File: src/rtl/uc_coordena_asteroides_tiros_pkg.sv
// Shared definitions for the asteroid/shot round coordinator: state codes,
// default slot counts and derived index widths.
package uc_coordena_asteroides_tiros_pkg;

  localparam int N_AST_DEF   = 16;
  localparam int N_TIROS_DEF = 8;
  localparam int DIV_MOV_DEF = 4;

  // Width of an index into n slots; never below 1 bit.
  function automatic int idx_w(input int n);
    return (n > 1) ? $clog2(n) : 1;
  endfunction

  localparam int AST_W_DEF  = idx_w(N_AST_DEF);
  localparam int TIRO_W_DEF = idx_w(N_TIROS_DEF);

  typedef enum logic [3:0] {
    OCIOSO     = 4'h0,
    MOVE_TIROS = 4'h1,
    MOVE_AST   = 4'h2,
    NAVE       = 4'h3,
    BATIDA     = 4'h4,
    COLISAO    = 4'h5,
    ACERTO     = 4'h6,
    PROX_AST   = 4'h7,
    FIM        = 4'h8,
    ERRO       = 4'hF
  } estado_t;

endpackage

File: src/rtl/uc_coordena_asteroides_tiros_if.sv
// Handshake and datapath bus between the main UC / slot datapath and the
// round coordinator. slave = coordinator side, master = driver side.
interface uc_coordena_asteroides_tiros_if #(
  parameter int AST_W  = 4,
  parameter int TIRO_W = 3
);
  logic              reset_maquinas;
  logic              inicia;
  logic              vidas;
  logic              asteroide_ativo;
  logic              tiro_ativo;
  logic              colisao_ast_tiro;
  logic              colisao_nave;
  logic [AST_W-1:0]  addr_asteroide;
  logic [TIRO_W-1:0] addr_tiro;
  logic              move_tiro;
  logic              move_asteroide;
  logic              desativa_asteroide;
  logic              desativa_tiro;
  logic              pontua;
  logic              decrementa_vida;
  logic              fim;
  logic [3:0]        db_estado;

  modport slave (
    input  reset_maquinas, inicia, vidas, asteroide_ativo, tiro_ativo,
           colisao_ast_tiro, colisao_nave,
    output addr_asteroide, addr_tiro, move_tiro, move_asteroide,
           desativa_asteroide, desativa_tiro, pontua, decrementa_vida,
           fim, db_estado
  );

  modport master (
    output reset_maquinas, inicia, vidas, asteroide_ativo, tiro_ativo,
           colisao_ast_tiro, colisao_nave,
    input  addr_asteroide, addr_tiro, move_tiro, move_asteroide,
           desativa_asteroide, desativa_tiro, pontua, decrementa_vida,
           fim, db_estado
  );
endinterface

File: src/rtl/uc_coordena_asteroides_tiros_contador.sv
// Slot index counter: synchronous clear beats enable, never wraps on its own;
// 'last' flags the final slot so the FSM decides when to clear.
module contador_indice #(
  parameter int N = 8,
  parameter int W = 3
) (
  input  logic         clock,
  input  logic         reset,
  input  logic         clear,
  input  logic         enable,
  output logic [W-1:0] idx,
  output logic         last
);

  // Index register: clear has priority, increment otherwise.
  always_ff @(posedge clock or posedge reset) begin
    if (reset)       idx <= '0;
    else if (clear)  idx <= '0;
    else if (enable) idx <= idx + 1'b1;
  end

  assign last = (idx == W'(N - 1));

endmodule

File: src/rtl/uc_coordena_asteroides_tiros.sv
// Round coordinator: advances shots, periodically advances asteroids, then
// checks every active asteroid against the ship and each active shot.
module uc_coordena_asteroides_tiros
  import uc_coordena_asteroides_tiros_pkg::*;
#(
  parameter int N_AST   = N_AST_DEF,
  parameter int N_TIROS = N_TIROS_DEF,
  parameter int DIV_MOV = DIV_MOV_DEF
) (
  input logic clock,
  input logic reset,
  uc_coordena_asteroides_tiros_if.slave bus
);

  localparam int AST_W  = idx_w(N_AST);
  localparam int TIRO_W = idx_w(N_TIROS);
  localparam int DIV_W  = idx_w(DIV_MOV);

  estado_t           estado;
  logic [DIV_W-1:0]  div_cnt;
  logic [AST_W-1:0]  ast_idx;
  logic [TIRO_W-1:0] tiro_idx;
  logic              ast_last, tiro_last;
  logic              ast_clr, ast_en, tiro_clr, tiro_en;
  logic              acerto_agora;

  assign acerto_agora = bus.tiro_ativo & bus.colisao_ast_tiro;

  // Index control per state; reset_maquinas and OCIOSO park both at slot 0.
  always_comb begin
    ast_clr  = 1'b0;
    ast_en   = 1'b0;
    tiro_clr = 1'b0;
    tiro_en  = 1'b0;
    case (estado)
      OCIOSO: begin
        ast_clr  = 1'b1;
        tiro_clr = 1'b1;
      end
      MOVE_TIROS: begin
        tiro_clr = tiro_last;
        tiro_en  = 1'b1;
      end
      MOVE_AST: begin
        ast_clr = ast_last;
        ast_en  = 1'b1;
      end
      NAVE:     tiro_clr = bus.asteroide_ativo & ~bus.colisao_nave;
      COLISAO:  tiro_en  = ~acerto_agora & ~tiro_last;
      PROX_AST: ast_en   = ~ast_last;
      default: ;
    endcase
    if (bus.reset_maquinas) begin
      ast_clr  = 1'b1;
      tiro_clr = 1'b1;
    end
  end

  contador_indice #(.N(N_AST), .W(AST_W)) u_ast_idx (
    .clock  (clock),
    .reset  (reset),
    .clear  (ast_clr),
    .enable (ast_en),
    .idx    (ast_idx),
    .last   (ast_last)
  );

  contador_indice #(.N(N_TIROS), .W(TIRO_W)) u_tiro_idx (
    .clock  (clock),
    .reset  (reset),
    .clear  (tiro_clr),
    .enable (tiro_en),
    .idx    (tiro_idx),
    .last   (tiro_last)
  );

  // Round FSM plus move divider; the ship is tested before any shot.
  always_ff @(posedge clock or posedge reset) begin
    if (reset) begin
      estado  <= OCIOSO;
      div_cnt <= '0;
    end else if (bus.reset_maquinas) begin
      estado  <= OCIOSO;
      div_cnt <= '0;
    end else begin
      case (estado)
        OCIOSO:     if (bus.inicia) estado <= MOVE_TIROS;
        MOVE_TIROS: if (tiro_last)
                      estado <= (div_cnt == DIV_W'(DIV_MOV - 1)) ? MOVE_AST : NAVE;
        MOVE_AST:   if (ast_last) estado <= NAVE;
        NAVE: begin
          if (!bus.asteroide_ativo)  estado <= PROX_AST;
          else if (bus.colisao_nave) estado <= BATIDA;
          else                       estado <= COLISAO;
        end
        BATIDA:     estado <= bus.vidas ? PROX_AST : FIM;
        COLISAO: begin
          if (acerto_agora)   estado <= ACERTO;
          else if (tiro_last) estado <= PROX_AST;
        end
        ACERTO:     estado <= PROX_AST;
        PROX_AST:   estado <= ast_last ? FIM : NAVE;
        FIM: begin
          div_cnt <= (div_cnt == DIV_W'(DIV_MOV - 1)) ? '0 : div_cnt + 1'b1;
          estado  <= OCIOSO;
        end
        ERRO:       estado <= OCIOSO;
        default:    estado <= ERRO;
      endcase
    end
  end

  // Strobes decode the state register and must line up with the current
  // slot address and its same-cycle flags, so they are not delayed further.
  always_comb begin
    bus.move_tiro          = (estado == MOVE_TIROS) & bus.tiro_ativo;
    bus.move_asteroide     = (estado == MOVE_AST) & bus.asteroide_ativo;
    bus.desativa_asteroide = (estado == BATIDA) | (estado == ACERTO);
    bus.desativa_tiro      = (estado == ACERTO);
    bus.pontua             = (estado == ACERTO);
    bus.decrementa_vida    = (estado == BATIDA);
    bus.fim                = (estado == FIM);
    bus.db_estado          = estado;
    bus.addr_asteroide     = ast_idx;
    bus.addr_tiro          = tiro_idx;
  end

endmodule

File: src/flat_wrapper.sv
// flat-port wrapper written by rule: the top's interface ports become plain ports
module uc_coordena_asteroides_tiros_flat import uc_coordena_asteroides_tiros_pkg::*;
#(
  parameter int N_AST   = N_AST_DEF,
  parameter int N_TIROS = N_TIROS_DEF,
  parameter int DIV_MOV = DIV_MOV_DEF
)
  (clock, reset, bus_reset_maquinas, bus_inicia, bus_vidas, bus_asteroide_ativo, bus_tiro_ativo, bus_colisao_ast_tiro, bus_colisao_nave, bus_addr_asteroide, bus_addr_tiro, bus_move_tiro, bus_move_asteroide, bus_desativa_asteroide, bus_desativa_tiro, bus_pontua, bus_decrementa_vida, bus_fim, bus_db_estado);
  uc_coordena_asteroides_tiros_if #(.AST_W(4), .TIRO_W(3)) bus_i ();
  input logic clock;
  input logic reset;
  input wire logic [$bits(bus_i.reset_maquinas)-1:0] bus_reset_maquinas;
  input wire logic [$bits(bus_i.inicia)-1:0] bus_inicia;
  input wire logic [$bits(bus_i.vidas)-1:0] bus_vidas;
  input wire logic [$bits(bus_i.asteroide_ativo)-1:0] bus_asteroide_ativo;
  input wire logic [$bits(bus_i.tiro_ativo)-1:0] bus_tiro_ativo;
  input wire logic [$bits(bus_i.colisao_ast_tiro)-1:0] bus_colisao_ast_tiro;
  input wire logic [$bits(bus_i.colisao_nave)-1:0] bus_colisao_nave;
  output wire logic [$bits(bus_i.addr_asteroide)-1:0] bus_addr_asteroide;
  output wire logic [$bits(bus_i.addr_tiro)-1:0] bus_addr_tiro;
  output wire logic [$bits(bus_i.move_tiro)-1:0] bus_move_tiro;
  output wire logic [$bits(bus_i.move_asteroide)-1:0] bus_move_asteroide;
  output wire logic [$bits(bus_i.desativa_asteroide)-1:0] bus_desativa_asteroide;
  output wire logic [$bits(bus_i.desativa_tiro)-1:0] bus_desativa_tiro;
  output wire logic [$bits(bus_i.pontua)-1:0] bus_pontua;
  output wire logic [$bits(bus_i.decrementa_vida)-1:0] bus_decrementa_vida;
  output wire logic [$bits(bus_i.fim)-1:0] bus_fim;
  output wire logic [$bits(bus_i.db_estado)-1:0] bus_db_estado;
  assign bus_i.reset_maquinas = bus_reset_maquinas;
  assign bus_i.inicia = bus_inicia;
  assign bus_i.vidas = bus_vidas;
  assign bus_i.asteroide_ativo = bus_asteroide_ativo;
  assign bus_i.tiro_ativo = bus_tiro_ativo;
  assign bus_i.colisao_ast_tiro = bus_colisao_ast_tiro;
  assign bus_i.colisao_nave = bus_colisao_nave;
  assign bus_addr_asteroide = bus_i.addr_asteroide;
  assign bus_addr_tiro = bus_i.addr_tiro;
  assign bus_move_tiro = bus_i.move_tiro;
  assign bus_move_asteroide = bus_i.move_asteroide;
  assign bus_desativa_asteroide = bus_i.desativa_asteroide;
  assign bus_desativa_tiro = bus_i.desativa_tiro;
  assign bus_pontua = bus_i.pontua;
  assign bus_decrementa_vida = bus_i.decrementa_vida;
  assign bus_fim = bus_i.fim;
  assign bus_db_estado = bus_i.db_estado;
  uc_coordena_asteroides_tiros #(.N_AST(N_AST), .N_TIROS(N_TIROS), .DIV_MOV(DIV_MOV)) u_core (.clock(clock), .reset(reset), .bus(bus_i));
endmodule
File: config.mk
export PLATFORM = sky130hd
export DESIGN_NAME = uc_coordena_asteroides_tiros_flat
export DESIGN_NICKNAME = d
export VERILOG_FILES = /design/src/rtl/uc_coordena_asteroides_tiros_pkg.sv /design/src/rtl/uc_coordena_asteroides_tiros_if.sv /design/src/rtl/uc_coordena_asteroides_tiros_contador.sv /design/src/rtl/uc_coordena_asteroides_tiros.sv /design/src/flat_wrapper.sv
export SDC_FILE = /design/constraint.sdc
export NUM_CORES = 1
export LEC_CHECK = 0
export ABC_AREA = 1
export BUFFER_PORTS_ARGS = -buffer_cell sky130_fd_sc_hd__clkbuf_2
export CORE_MARGIN = 1
export CORE_UTILIZATION = 46
export CTS_CLUSTER_DIAMETER = 100
export DETAILED_ROUTE_END_ITERATION = 10
export PLACE_DENSITY = 0.83
export RECOVER_POWER = 100
export SLEW_MARGIN = 0
export SYNTH_ARGS = -nofsm -noshare
export SYNTH_HDL_FRONTEND = slang
export SYNTH_HIERARCHICAL = 1
export SYNTH_SLANG_ARGS = --single-unit
File: constraint.sdc
create_clock -name clock -period 1.4 [get_ports clock]
set_input_delay 0.28 -clock clock [delete_from_list [all_inputs] [get_ports clock]]
set_output_delay 0.28 -clock clock [all_outputs]
set_load 0.02 [all_outputs]
==> summary.md, run 1 <==
| Metric | Value |
|---|---|
| Outcome | `stopped before the end` |
| Last stage reached | `global routing` |
| Error msg | `[ERROR DPL-0038] Utilization greater than 100%, impossible to legalize` |
| Port bufs | `26` |
| Netlist Area Pre-Place | `between 900 and 1000 µm²` |
| #FFs+latches synth | `13` |
| Initial Util | `between 40% and 50%` |
| DP Worst Slack | `-0.0774 ns` |
| DIE WIDTH | `48.4 µm` |
| Syn Inst Count | `149` |
| Ys Warns | `6` |
| HPWL Detailed | `2110 µm` |
| CTS max path bufs | `2` |
| Placed Area | `approximately 1300 µm²` |
| Routability congestion estimate from global placement | `0.890` |
| Top cells by area in the synthesized netlist | `dfrtp_1, nand2_1, nand3_1, inv_1, nor2_2` |
| EDFF count, synth | `0` |
| Top FF cell, synth | `dfrtp_1` |
| Synth cell types | `17` |
| Worst_ep kind | `register input` |
| Post-synth ARST share | `100%` |
| Top Ports | `27` |
| Sequential-to-total area share from yosys stat | `32.9%` |
| Post-synth top cells | `nand2_1, inv_1, nand3_1, dfrtp_1, nor2_1` |
| Area leader, netlist | `dfrtp_1` |
| Count leader, synth | `nand2_1` |
| CTS root buf | `clkbuf_4` |
| # rows | `16` |
| Post-Syn Nets | `162` |
| Yosys top cell area share | `32.9%` |
| Cts bufs inserted | `3` |
| Largest net degree at the start of global routing | `8` |
| Sink Count | `13` |
| Last worst endpoint in the global-route repair_timing | `u_core/u_ast_idx/idx[3]$_DFFE_PP0P_/D` |
| Synthesized area per cell | `6.64 µm²` |
| Die H | `48.4 µm` |
| CTS H-Tree Depth | `1` |
## through the flow
stage,TNS (ns),instances
after floorplan,-0.320,149
after CTS,-1.26,247
after global placement,-0.103,216
after detailed placement,-0.420,216
## what timing repair did
item | 4_1_cts
setup endpoints to repair | 14
pin swaps | 32
gates resized for setup | 61
hold buffers | 1
hold endpoints to repair | 13
buffers inserted | 28
## logic make-up after synthesis
family / count (synthesis) / share of synthesized area (%)
compound gates: 12 / 6.70
xor+xnor: 1 / 0.885
fa+ha+maj: 4 / 5.06
buf+inv: 30 / 11.8
flops: 13 / 32.9
simple gates: 89 / 42.7
==> run 2: changes to the inputs <==
--- a/config.mk
+++ b/config.mk
@@ -7,11 +7,10 @@
 export LEC_CHECK = 0
 export ABC_AREA = 1
 export BUFFER_PORTS_ARGS = -buffer_cell sky130_fd_sc_hd__clkbuf_2
-export CORE_MARGIN = 1
-export CORE_UTILIZATION = 46
-export CTS_CLUSTER_DIAMETER = 100
+export CORE_AREA = 2 2 63 65
 export DETAILED_ROUTE_END_ITERATION = 10
-export PLACE_DENSITY = 0.83
+export DIE_AREA = 0 0 65 67
+export PLACE_DENSITY_LB_ADDON = 0.15
 export RECOVER_POWER = 100
 export SLEW_MARGIN = 0
 export SYNTH_ARGS = -nofsm -noshare
==> constraint.sdc (replaced) <==
create_clock -name clock -period 1.8 [get_ports clock]
set_input_delay 0.36 -clock clock [delete_from_list [all_inputs] [get_ports clock]]
set_output_delay 0.36 -clock clock [all_outputs]
set_load 0.02 [all_outputs]
==> run 2 against run 1 <==
  * The flow now finishes without violations
  * Area after synthesis unchanged
  * Synthesized cell count unchanged
==> summary.md, run 2 <==
| Metric | Value |
|---|---|
| Clk_lat worst skew | `0.23 ns` |
| EDFF count, synth | `0 (unchanged)` |
| Least-Margin Pin Slew | `0.401 ns` |
| CTS max path bufs | `2 (unchanged)` |
| Vias in the first global route | `~840` |
| Commonest non-fill, non-tap cells in the layout | `nand2_1, inv_1, clkbuf_2, nand3_1, nor2_1` |
| Ant diodes | `0` |
| Ys Warns | `6 (unchanged)` |
| Worst Hold Class | `primary input to asynchronous set/reset pin` |
| Worst Path Max Fanout | `8` |
| Worst path bufs/invs | `2` |
| Register area | `328 µm²` |
| Met3 routed WL | `147 µm` |
| Syn Inst Count | `149 (unchanged)` |
| Largest net degree at the start of global routing | `9` |
| Final std cells w/o fill | `228` |
| Layout Nets | `194` |
| CP Launch Type | `register` |
| Count leader, synth | `nand2_1` |
| Grt total ovfl | `0` |
| Most common cell after layout, fill and taps aside | `nand2_1` |
| Post-CTS Hold Buffers | `0 (-1)` |
| Synthesized area per cell | `6.64 µm² (unchanged)` |
| R2R Setup Slk | `0.19 ns` |
| Final setup margin | `0.0800 ns` |
| Post-synth top cells | `nand2_1, inv_1, nand3_1, dfrtp_1, nor2_1` |
| Post-Syn Nets | `162 (unchanged)` |
| CP top delay family | `flip-flops` |
| Initial DRC count | `49` |
| Static Leak | `0.716 nW` |
| Final setup violation count | `0` |
| Wire length on met1 | `1110 µm` |
| RSZ-0062 raised after global routing | `true` |
| DR pass1 iterations | `4` |
| # rows | `22 (+6)` |
| Sink Count | `13 (unchanged)` |
| Core area | `3610 µm²` |
| Initial Util | `27.4% (-22 points)` |
| DIE WIDTH | `65 µm (+34%)` |
| Tot GR Track Use | `11.3%` |
| Remaining antenna violation count | `0` |
| Outcome | `finished clean` |
| Top FF cell, synth | `dfrtp_1` |
| Worst vdd ir | `381 µV` |
| Clock Skew | `0.00131 ns` |
| CTS root buf | `clkbuf_8` |
| Minimum clock period | `~1.7 ns` |
| Fillers | `397` |
| Netlist Area Pre-Place | `990 µm² (unchanged)` |
| Yosys top cell area share | `32.9% (unchanged)` |
| DP Worst Slack | `0.0826 ns (+0.160 ns)` |
| Top Ports | `27 (unchanged)` |
| Sequential-to-total area share from yosys stat | `32.9% (unchanged)` |
| CTS H-Tree Depth | `1 (unchanged)` |
| Post-route DRC violation count | `0` |
| Area leader, netlist | `dfrtp_1` |
| HPWL Detailed | `2030 µm (-3.9%)` |
| Fin. Hold Viols | `0` |
| Pwr per Cell Area | `1130 nW/µm²` |
| Via density | `4.34` |
| #FFs+latches synth | `13 (unchanged)` |
| Area used by multi-input combinational logic | `roughly 560 µm²` |
| Initial antenna violation count | `0` |
| Via count | `990` |
| Cts bufs inserted | `3 (unchanged)` |
| First-pass GRT wire length | `3720 µm` |
| Critical Path RT | `between 1 and 1.5 ns` |
| Critical path class | `register to output pin` |
| CTS tree | `done` |
| Crit share post-route | `a little over nine tenths` |
| Top Layer Used | `met4` |
| Placed cells | `223 (+3.2%)` |
| Slew Viols, Final | `0` |
| WP data arrival | `1.36 ns` |
| Max_cap viols | `0` |
| Met2 wire len | `1060 µm` |
| Crit-path max cell delay | `0.46 ns` |
| CP endpoint kind | `output pin` |
| Top cells by area in the synthesized netlist | `dfrtp_1, nand2_1, nand3_1, inv_1, nor2_2` |
| Area Overhead vs Synth | `24.8%` |
| Worst-path clk slew | `about 0.050 ns` |
| Synth cell types | `17 (unchanged)` |
| CP cell instances | `nor2_2, nand3_1, inv_1, clkbuf_2` |
| Slowest-stage cell, CP | `dfrtp_2` |
| Layout cells sized above 1 | `roughly 28%` |
| Final TNS setup | `0 ns` |
| Worst rel slew slack | `between 70% and 80%` |
| Total wire length | `2360 µm` |
| Routed len/inst | `10.3 µm` |
| Port bufs | `26 (unchanged)` |
| Max Clock Freq | `581 MHz` |
| Die H | `67 µm (+38%)` |
| Die area | `4360 µm²` |
| Post-synth ARST share | `100% (unchanged)` |
| Routability congestion estimate from global placement | `0.853 (-4.2%)` |
## run 2: cell counts after synthesis
Identical to the previous run, type by type.
## run 2: kinds of logic (layout without fill, tap and decap cells)
logic type | after synthesis | in the layout | share of synthesized area, %
and+or+nand+nor | 89 | 89 | 42.7
buffers and inverters | 30 | 61 | 11.8
DFF | 13 | 13 | 32.9
AOI/OAI and AO/OA | 12 | 12 | 6.70
adders and majority gates | 4 | 4 | 5.06
xor gates and xnor gates | 1 | 1 | 0.885
## run 2: layout make-up
type                       instances  share of cell area, %
sequential                        13                   26.5
clock buffer                       4                   3.65
multi-input combinational        106                   45.0
inverter                          29                   8.81
tap                               48                   4.86
timing repair buffer              28                   11.1
## run 2: final timing paths
kind | start | end | cells after the start
setup / recovery | u_core/bus.db_estado[0] | bus_fim | 4
hold / removal | reset | u_core/u_tiro_idx/idx[2] | 2
setup reg to reg | u_core/u_ast_idx/idx[0] | u_core/u_ast_idx/idx[3] | 10
hold reg to reg | u_core/u_tiro_idx/idx[1] | u_core/u_tiro_idx/idx[1] | 2
max in group asynchronous | reset | u_core/bus.db_estado[3] | 2
min in group clock | bus_reset_maquinas | u_core/div_cnt[1] | 2
## run 2: metal layers
| layer | GRT usage, % | vias up |
|---|---|---|
| li1 | - | 522 |
| met1 | 14.4 | 431 |
| met2 | 18.3 | 33 |
| met3 | 1.86 | 4 |
| met4 | 5.59 | 0 |
| met5 | 0 | - |
## run 2: power by group
group          switching [mW]  total, mW  internal, mW
combinational           0.495      0.736         0.241
sequential             0.0731      0.411         0.338
clock                  0.0888      0.244         0.155
total                   0.657       1.39         0.734
## run 2: per-stage QoR
stage               hold slack (ns)  cell area, µm²  util, %  power (mW)
finish                       0.0159            1230     34.2        1.39
global route                 0.0294            1230     34.2        1.51
CTS                         0.00353            1220     34.0        1.39
detailed placement            0.257            1180     32.7        1.13
global placement              0.264            1180     32.7        1.14
floorplan                     0.114             990        -       0.938
## run 2: repair_timing
item                                    in CTS  in global routing
endpoints found under the setup margin       0                  7
gates resized for setup                      0                  7
buffers inserted                             0                  1
Note: power is estimated with default switching activity, not from simulation.
==> run 3: changes to the inputs <==
--- a/config.mk
+++ b/config.mk
@@ -12,6 +12,7 @@
 export DIE_AREA = 0 0 65 67
 export PLACE_DENSITY_LB_ADDON = 0.15
 export RECOVER_POWER = 100
+export REMOVE_ABC_BUFFERS = 1
 export SLEW_MARGIN = 0
 export SYNTH_ARGS = -nofsm -noshare
 export SYNTH_HDL_FRONTEND = slang
==> run 3 against run 2 <==
  * Sequential power hardly changed
  * Die area unchanged
  * Largest cell class unchanged
  * Global-route usage increased by 0.85 points
  * Setup slack better by 0.0086 ns
==> summary.md, run 3 (synthesized netlist as in run 2, its figures left out) <==
| Metric | Value |
|---|---|
| Max Clock Freq | `584 MHz (+0.50%)` |
| Area Overhead vs Synth | `26.2%` |
| Vias in the first global route | `907 (+7.5%)` |
| Final TNS setup | `0 ns (unchanged)` |
| Initial antenna violation count | `0 (unchanged)` |
| Crit share post-route | `95.1% (-0.48 points)` |
| Worst-path clk slew | `0.06 ns (about the same)` |
| Post-route DRC violation count | `0 (unchanged)` |
| Final setup violation count | `0 (unchanged)` |
| Worst vdd ir | `363 µV (-4.7%)` |
| Sink Count | `13 (unchanged)` |
| Grt total ovfl | `0 (unchanged)` |
| Power Total | `1.41 mW (+1.6%)` |
| Critical path class | `register to output pin` |
| Cts bufs inserted | `3 (unchanged)` |
| # rows | `22 (unchanged)` |
| Commonest non-fill, non-tap cells in the layout | `nand2_1, inv_1, clkbuf_2, nand3_1, nor2_1` |
| Worst rel slew slack | `64.4% (-8.5 points)` |
| Clock Skew | `0.00384 ns (+0.00252 ns)` |
| Via density | `4.29 (-1.1%)` |
| Tot GR Track Use | `12.1% (+0.85 points)` |
| DR pass1 iterations | `5 (+1)` |
| Total wire length | `2410 µm (+1.9%)` |
| Clk_lat worst skew | `0.25 ns (+0.02 ns)` |
| Setup Buffers After CTS | `0 (unchanged)` |
| Worst Hold Class | `primary input to register` |
| Initial Util | `27.4% (unchanged)` |
| CTS max path bufs | `2 (unchanged)` |
| Routability congestion estimate from global placement | `0.837 (-1.9%)` |
| Minimum clock period | `1.71 ns (-0.00860 ns)` |
| Die H | `67 µm (unchanged)` |
| CTS root buf | `clkbuf_8` |
| CTS H-Tree Depth | `1 (unchanged)` |
| Outcome | `finished clean` |
| HPWL Detailed | `1990 µm (-1.6%)` |
| CP cell instances | `nor2_4, buf_4, nand2_1, nor2_1, buf_2` |
| DP Worst Slack | `0.120 ns (+0.0371 ns)` |
| Largest net degree at the start of global routing | `9 (unchanged)` |
| First-pass GRT wire length | `3950 µm (+6.3%)` |
| Final setup margin | `0.0886 ns (+0.00860 ns)` |
| Ant diodes | `0 (unchanged)` |
| Max_cap viols | `0 (unchanged)` |
| Static Leak | `0.724 nW (+1.2%)` |
| CTS tree | `done` |
| CP endpoint kind | `output pin` |
| Initial DRC count | `26 (-47%)` |
| Fin. Hold Viols | `0 (unchanged)` |
| Critical Path RT | `1.44 ns (about the same)` |
| RSZ-0062 raised after global routing | `true` |
| Pwr per Cell Area | `1130 nW/µm² (+0.52%)` |
| Slowest-stage cell, CP | `dfrtp_2` |
| Port bufs | `26 (unchanged)` |
| Die area | `4360 µm² (unchanged)` |
| Slew Viols, Final | `0 (unchanged)` |
| Layout Nets | `195 (+0.52%)` |
| Most common cell after layout, fill and taps aside | `nand2_1` |
| Least-Margin Pin Slew | `0.528 ns (+0.127 ns)` |
| Worst Path Max Fanout | `7 (-1)` |
| CP Launch Type | `register` |
| Crit-path max cell delay | `0.45 ns (about the same)` |
| Via count | `983 (-0.71%)` |
| Remaining antenna violation count | `0 (unchanged)` |
| Layout cells sized above 1 | `29.8% (+1.5 points)` |
| Routed len/inst | `10.5 µm (+1.5%)` |
| Top Ports | `27 (unchanged)` |
| CP top delay family | `flip-flops` |
| WP data arrival | `1.35 ns (about the same)` |
| Core area | `3610 µm² (unchanged)` |
| Worst path bufs/invs | `2 (unchanged)` |
| DIE WIDTH | `65 µm (unchanged)` |
## run 3: cell count changes in the layout (fill, tap and decap cells not counted), sizes merged
| cell | previous run | this run |
|---|---|---|
| dlygate4sd3 | 0 | 1 |
## run 3: worst paths after layout
check / depth (start not counted) / slack (ns) / to / from
worst max register to register: 7 / 0.19 / u_core/u_tiro_idx/idx[0] / u_core/bus.db_estado[0]
worst min register to register: 2 / 0.50 / u_core/u_tiro_idx/idx[2] / u_core/u_tiro_idx/idx[2]
worst max-delay path: 5 / 0.09 / bus_move_asteroide / u_core/bus.db_estado[2]
min in group asynchronous: 3 / 0.54 / u_core/u_tiro_idx/idx[0] / reset
worst min-delay path: 2 / 0.39 / u_core/div_cnt[1] / bus_reset_maquinas
max in group asynchronous: 3 / 0.95 / u_core/bus.db_estado[2] / reset
## run 3: final cells by class
cell class                 instances  area, µm²
multi-input combinational        106        558
sequential                        13        329
timing repair buffer              29        148
clock buffer                       4       45.0
inverter                          29        109
fill                             406       2360
tap                               48       60.1
## run 3: stage by stage
step                      instances  util [%]  hold slack (ns)  instance area [µm²]
after floorplan                 148         -            0.114                  982
after global routing            229      34.6            0.410                 1250
final                           229      34.6            0.394                 1250
after detailed placement        224      32.9            0.249                 1190
after global placement          224      32.9            0.249                 1190
after CTS                       229      34.5            0.388                 1240
## run 3: power by group
group | switching, mW | internal (mW) | leakage, nW | total [mW]
Sequential | 0.0729 | 0.340 | 0.174 | 0.412
Clock | 0.110 | 0.157 | 0.0228 | 0.266
Combinational | 0.493 | 0.242 | 0.527 | 0.735
Total | 0.676 | 0.738 | 0.724 | 1.41
## run 3: routing by layer
layer / track usage, % / share of wire, %
met3: 2.53 / 5.6
met4: 5.59 / 1.4
met5: 0 / 0
met1: 15.4 / 48
met2: 19.6 / 45
## run 3: timing repair
action | 4_1_cts | 5_1_grt
endpoints found under the hold margin | 3 | 0
pin swaps | 0 | 1
setup endpoints to repair | 1 | 8
gates resized for setup | 1 | 5
hold buffers | 1 | 0
